## src/rtl/lc3_control.sv

```systemverilog
// lc3_control: microsequencer for the LC-3 datapath subset.
// The state register advances on each rising clock edge.
// Every datapath control line is decoded combinationally from the current state
// (plus IR and the N/Z/P flags), and all of them are held at 0 while rst is high.
module lc3_control (
    input  logic        clk,
    input  logic        rst,
    input  logic [15:0] IR,
    input  logic        N,
    input  logic        Z,
    input  logic        P,
    output logic        enaMARM,
    output logic        enaPC,
    output logic        enaMDR,
    output logic        enaALU,
    output logic        ldPC,
    output logic        ldIR,
    output logic        ldMAR,
    output logic        ldMDR,
    output logic        regWE,
    output logic        flagWE,
    output logic        memWE,
    output logic [1:0]  selPC,
    output logic        selEAB1,
    output logic [1:0]  selEAB2,
    output logic        selMAR,
    output logic        selMDR,
    output logic [1:0]  ALUctrl,
    output logic [2:0]  DR,
    output logic [2:0]  SR1,
    output logic [2:0]  SR2,
    output logic        halt
);

    typedef enum logic [3:0] {
        S_FETCH0 = 4'd0,
        S_FETCH1 = 4'd1,
        S_FETCH2 = 4'd2,
        S_DECODE = 4'd3,
        S_OPR    = 4'd4,
        S_BR     = 4'd5,
        S_JMP    = 4'd6,
        S_LEA    = 4'd7,
        S_LD1    = 4'd8,
        S_LD2    = 4'd9,
        S_LD3    = 4'd10,
        S_ST1    = 4'd11,
        S_ST2    = 4'd12,
        S_ST3    = 4'd13,
        S_HALT   = 4'd14
    } state_t;

    // Bundle of every control output, in port order.
    typedef struct packed {
        logic       enaMARM;
        logic       enaPC;
        logic       enaMDR;
        logic       enaALU;
        logic       ldPC;
        logic       ldIR;
        logic       ldMAR;
        logic       ldMDR;
        logic       regWE;
        logic       flagWE;
        logic       memWE;
        logic [1:0] selPC;
        logic       selEAB1;
        logic [1:0] selEAB2;
        logic       selMAR;
        logic       selMDR;
        logic [1:0] ALUctrl;
        logic [2:0] DR;
        logic [2:0] SR1;
        logic [2:0] SR2;
        logic       halt;
    } ctl_t;

    state_t     state_q;
    state_t     state_d;
    ctl_t       ctl_s;
    logic [3:0] opcode_s;
    logic       base_reg_s;  // LDR/STR: base register + offset6 addressing
    logic       unused_s;

    assign opcode_s   = IR[15:12];
    assign base_reg_s = (opcode_s == 4'b0110) || (opcode_s == 4'b0111);
    assign unused_s   = ^IR[5:3];

    // State register; reset lands in FETCH0 immediately.
    always_ff @(posedge clk or posedge rst) begin
        if (rst) begin
            state_q <= S_FETCH0;
        end else begin
            state_q <= state_d;
        end
    end

    // Next-state and control decode for the current state.
    always_comb begin
        state_d   = state_q;
        ctl_s     = {$bits(ctl_t){1'b0}};
        ctl_s.DR  = IR[11:9];
        ctl_s.SR1 = IR[8:6];
        ctl_s.SR2 = IR[2:0];
        case (state_q)
            S_FETCH0: begin
                ctl_s.enaPC = 1'b1;
                ctl_s.ldMAR = 1'b1;
                ctl_s.ldPC  = 1'b1;
                ctl_s.selPC = 2'b00;
                state_d     = S_FETCH1;
            end
            S_FETCH1: begin
                ctl_s.ldMDR  = 1'b1;
                ctl_s.selMDR = 1'b1;
                state_d      = S_FETCH2;
            end
            S_FETCH2: begin
                ctl_s.enaMDR = 1'b1;
                ctl_s.ldIR   = 1'b1;
                state_d      = S_DECODE;
            end
            S_DECODE: begin
                case (opcode_s)
                    4'b0001, 4'b0101, 4'b1001: state_d = S_OPR;
                    4'b0000:                   state_d = S_BR;
                    4'b1100:                   state_d = S_JMP;
                    4'b1110:                   state_d = S_LEA;
                    4'b0010, 4'b0110:          state_d = S_LD1;
                    4'b0011, 4'b0111:          state_d = S_ST1;
                    4'b1101:                   state_d = S_HALT;
                    default:                   state_d = S_FETCH0;  // unimplemented: NOP
                endcase
            end
            S_OPR: begin
                ctl_s.enaALU = 1'b1;
                ctl_s.regWE  = 1'b1;
                ctl_s.flagWE = 1'b1;
                case (opcode_s)
                    4'b0101: ctl_s.ALUctrl = 2'b01;
                    4'b1001: ctl_s.ALUctrl = 2'b10;
                    default: ctl_s.ALUctrl = 2'b00;
                endcase
                state_d = S_FETCH0;
            end
            S_BR: begin
                ctl_s.selEAB1 = 1'b0;
                ctl_s.selEAB2 = 2'b10;
                ctl_s.selPC   = 2'b01;
                ctl_s.ldPC    = (IR[11] & N) | (IR[10] & Z) | (IR[9] & P);
                state_d       = S_FETCH0;
            end
            S_JMP: begin
                ctl_s.ldPC    = 1'b1;
                ctl_s.selPC   = 2'b01;
                ctl_s.selEAB1 = 1'b1;
                ctl_s.selEAB2 = 2'b00;
                state_d       = S_FETCH0;
            end
            S_LEA: begin
                ctl_s.enaMARM = 1'b1;
                ctl_s.selMAR  = 1'b0;
                ctl_s.selEAB1 = 1'b0;
                ctl_s.selEAB2 = 2'b10;
                ctl_s.regWE   = 1'b1;
                state_d       = S_FETCH0;
            end
            S_LD1, S_ST1: begin
                ctl_s.enaMARM = 1'b1;
                ctl_s.ldMAR   = 1'b1;
                ctl_s.selMAR  = 1'b0;
                if (base_reg_s) begin
                    ctl_s.selEAB1 = 1'b1;
                    ctl_s.selEAB2 = 2'b01;
                end else begin
                    ctl_s.selEAB1 = 1'b0;
                    ctl_s.selEAB2 = 2'b10;
                end
                state_d = (state_q == S_LD1) ? S_LD2 : S_ST2;
            end
            S_LD2: begin
                ctl_s.ldMDR  = 1'b1;
                ctl_s.selMDR = 1'b1;
                state_d      = S_LD3;
            end
            S_LD3: begin
                ctl_s.enaMDR = 1'b1;
                ctl_s.regWE  = 1'b1;
                ctl_s.flagWE = 1'b1;
                state_d      = S_FETCH0;
            end
            S_ST2: begin
                // Source register sits in the DR field for stores; pass it through the ALU.
                ctl_s.SR1     = IR[11:9];
                ctl_s.ALUctrl = 2'b11;
                ctl_s.enaALU  = 1'b1;
                ctl_s.ldMDR   = 1'b1;
                ctl_s.selMDR  = 1'b0;
                state_d       = S_ST3;
            end
            S_ST3: begin
                ctl_s.memWE = 1'b1;
                state_d     = S_FETCH0;
            end
            S_HALT: begin
                ctl_s.halt = 1'b1;
                state_d    = S_HALT;
            end
            default: begin
                state_d = S_FETCH0;
            end
        endcase
    end

    // Reset forces every control line low, overriding the FETCH0 decode.
    assign {enaMARM, enaPC, enaMDR, enaALU, ldPC, ldIR, ldMAR, ldMDR, regWE, flagWE,
            memWE, selPC, selEAB1, selEAB2, selMAR, selMDR, ALUctrl, DR, SR1, SR2, halt}
        = rst ? {$bits(ctl_t){1'b0}} : ctl_s;

endmodule
```

## config.mk

```make
export PLATFORM = sky130hd
export DESIGN_NAME = lc3_control
export DESIGN_NICKNAME = d
export VERILOG_FILES = /design/src/rtl/lc3_control.sv
export SDC_FILE = /design/constraint.sdc
export NUM_CORES = 1
export LEC_CHECK = 0
export CAP_MARGIN = 15
export CORE_MARGIN = 2
export CORE_UTILIZATION = 37
export CTS_BUF_LIST = sky130_fd_sc_hd__clkbuf_16
export CTS_CLUSTER_DIAMETER = 100
export CTS_CLUSTER_SIZE = 20
export DETAILED_ROUTE_END_ITERATION = 6
export PLACE_DENSITY = 0.79
export RECOVER_POWER = 50
export SLEW_MARGIN = 0
export SYNTH_ARGS = -nofsm -noshare
export SYNTH_HDL_FRONTEND = slang
export SYNTH_SLANG_ARGS = --single-unit
export TNS_END_PERCENT = 5
```

## constraint.sdc

```tcl
create_clock -name clk -period 1.8 [get_ports clk]
set_clock_uncertainty 0.15 [all_clocks]
set_input_delay 0.36 -clock clk [delete_from_list [all_inputs] [get_ports clk]]
set_output_delay 0.36 -clock clk [all_outputs]
set_load 0.03 [all_outputs]
```

==> qor.yml <==
clock_tree:
  cts_setup_buffers: 0
  clkSlewWorstSetupHoldPaths_ns: 0.03
  cts_htree_levels: 1
  cts_tree: "done"
  hold_buffers: 0
  clock-sinks: 4
  clock-root-buffer: "clkbuf_16"
  cts_inserted_buffers: 3
  clk_latency_ns: 0.22
  cts_max_path_buffers: 2
yosys:
  synth-xor-area-share_pct: 1.90
  seq_area_frac_synth_pct: 11.7
  ys.flop_type: "dfrtp_1"
  ys_warn_count: 0
  syn-instance-count: 111
  async_reset_ff_share_pct: 100
  syn_area_um2: 856
  synth_top_family_by_area: "simple AND/OR/NAND/NOR gates"
  synthSimpleGateAreaFrac_pct: 42.1
  synth-adder-area-share_pct: 5.85
  muxShareOfSynthArea_pct: 5.85
  synth-compound-area-share_pct: 19.4
  ys_types: 47
  synth_area_per_cell_um2: 7.71
  synth_edf_count: 0
  synth-seq-cells: 4
setup_path:
  r2r_setup_slack_ns: 0.29
  crit-reg2reg-capture: "state_q[2]$_DFF_PP0_"
  path_class: "register to output pin"
  rr_worst_depth: 5
  critPathMaxFanout: 5
  required_ns: 1.29
  reg2reg_from: "state_q[0]$_DFF_PP0_"
  crit_path_end_kind: "output pin"
  start_kind: "register"
  critPathLaunch: "state_q[1]$_DFF_PP0_"
  cp.arrival_ns: 1.60
grt:
  gr-total-overflow: 0
  antenna_found_initial: 0
  track_usage_pct: 23.2
  grt_pass1_vias: 1111
  grt_max_degree: 10
  grt_first_pass_wirelength_um: 4910
drt:
  drc: 0
  postRouteAntennaNets: 0
  routed_wl_um: 3240
  vias: 1129
  wl_per_cell_um: 15.2
  viasPerCell: 5.30
  drt-initial-drc-count: 18
  firstDrtPassIters: 4
place:
  portBuffers: 45
  hpwl_um: 2340
  place_inst: 210
  globalplace.congestion: 0.844
  place_area_um2: 1500
  place_ws_ns: -0.494
timing:
  worst_slack_ns: -0.308
  min_period_over_period_pct: 117
  whs_ns: 0.230
  fmax_mhz: 474
  tns_ns: -3.84
  finalMaxSlewViolations: 0
  layout_min_cycle_time_ns: 2.11
  hold_viol: 0
  setup_violations: 21
  rsz0062_at_grt: "yes"
run:
  max-cap-violations: 0
hold_path:
  hold_path_class: "input pin to async pin"
cells_and_area:
  fin_util_pct: 76.1
  largest_reg_flops: 4
  final_cells: 213
  layout-drive-gt1-share_pct: 53.0
  biggestRegsByFlops: "state_q: 4 flops"
  antennaDiodeCount: 0
  largest-register: "state_q"
  final_nets: 212
  fin_area_um2: 1670
  synthToLayoutAreaGrowth_pct: 94.7
pwr:
  leakage_nw: 0.763
  peakVddDrop_uv: 1070
  power.density_nw_per_um2: 1340
  finalPower_mw: 2.24
die:
  die-area_um2: 2710
  chipHeight_um: 52.1
  rows: 17
  coreArea_um2: 2190
  die_w_um: 52.1
  ios: 51
  start_util_pct: 39.1
status:
  status: "finished, violations left"
  violations: "setup timing"
cell usage in the layout, fill, tap and decap left out, types with 2 or more instances in the layout:
cell / count
mux2i_1: 5
dlygate4sd2_1: 7
nor2b_2: 2
buf_6: 4
clkdlybuf4s50_1: 10
a21oi_1: 4
ha_2: 2
inv_1: 3
o211a_1: 2
nor4_2: 3
o21a_1: 2
clkbuf_16: 3
conb_1: 2
o21ai_1: 2
buf_4: 56
nor2_1: 10
nor2b_1: 6
nand2_1: 6
nand3_1: 5
ha_1: 2
clkbuf_1: 2
inv_2: 2
dfrtp_2: 3
buf_12: 2
nor3_2: 6
nand2b_1: 6
critical path: stages, from the launching register on:
cell and delay, ns:
dfrtp_2 0.45, buf_12 0.16, or3b_1 0.34, o21a_1 0.12
nor3_2 0.12, buf_4 0.18
logic make-up (layout without fill, tap and decap cells):
group,count (synthesis),count (layout)
AND/OR/NAND/NOR,58,58
AO/OA/AOI/OAI,21,21
buffers and inverters,17,90
multiplexers,5,5
adder cells (fa/ha/maj),4,4
flip-flops,4,4
other,1,2
XOR/XNOR,1,1
routing by layer:
metal | routed length, um | vias to the layer above | GRT usage (%)
li1 | - | 538 | -
met1 | 1160 | 526 | 26.1
met2 | 1710 | 57 | 45.8
met3 | 302 | 8 | 3.16
met4 | 69 | 0 | 3.51
met5 | 0 | - | 0
synth_stat cells, drive strengths merged, types with 2 or more instances:
master  instances  share of area, %
o21a            2               1.8
nand2           8               4.4
o211a           2               2.3
o21ai           2               1.2
nor2           10               4.4
mux2i           5               5.8
clkbuf          2              0.88
nor4            4               5.4
buf            10               9.6
nand3           6               4.1
dfrtp           4                12
nor2b           9               6.6
ha              4               5.8
nor3            6               4.1
inv             5               2.2
nand2b          7               5.4
a21oi           5               2.9
area by class of cell:
cell class	count	area (um^2)
flip-flops and latches	4	104
inverters	5	18.8
repair buffers	82	682
clock buffers	3	75.1
well taps	28	35.0
fillers	151	524
multi-input cells	91	752
where the power goes:
part	total (mW)	internal, mW	leakage (nW)	switching, mW
clock network	0.347	0.284	0.0370	0.0630
logic	1.66	0.799	0.680	0.860
registers	0.232	0.140	0.0469	0.0924
timing repair:
action,4_1_cts,5_1_grt
pin swaps,3,2
gates resized for setup,22,12
setup endpoints to repair,29,22
worst max-delay path by stage:
stage                            end  cells past startpoint
after global routing          SR1[2]                      5
after global placement       selEAB1                      6
final                         flagWE                      5
after detailed placement     selEAB1                      7
after floorplan           ALUctrl[0]                      3
after CTS                     flagWE                      5
Power figures use the tool's default switching activity.
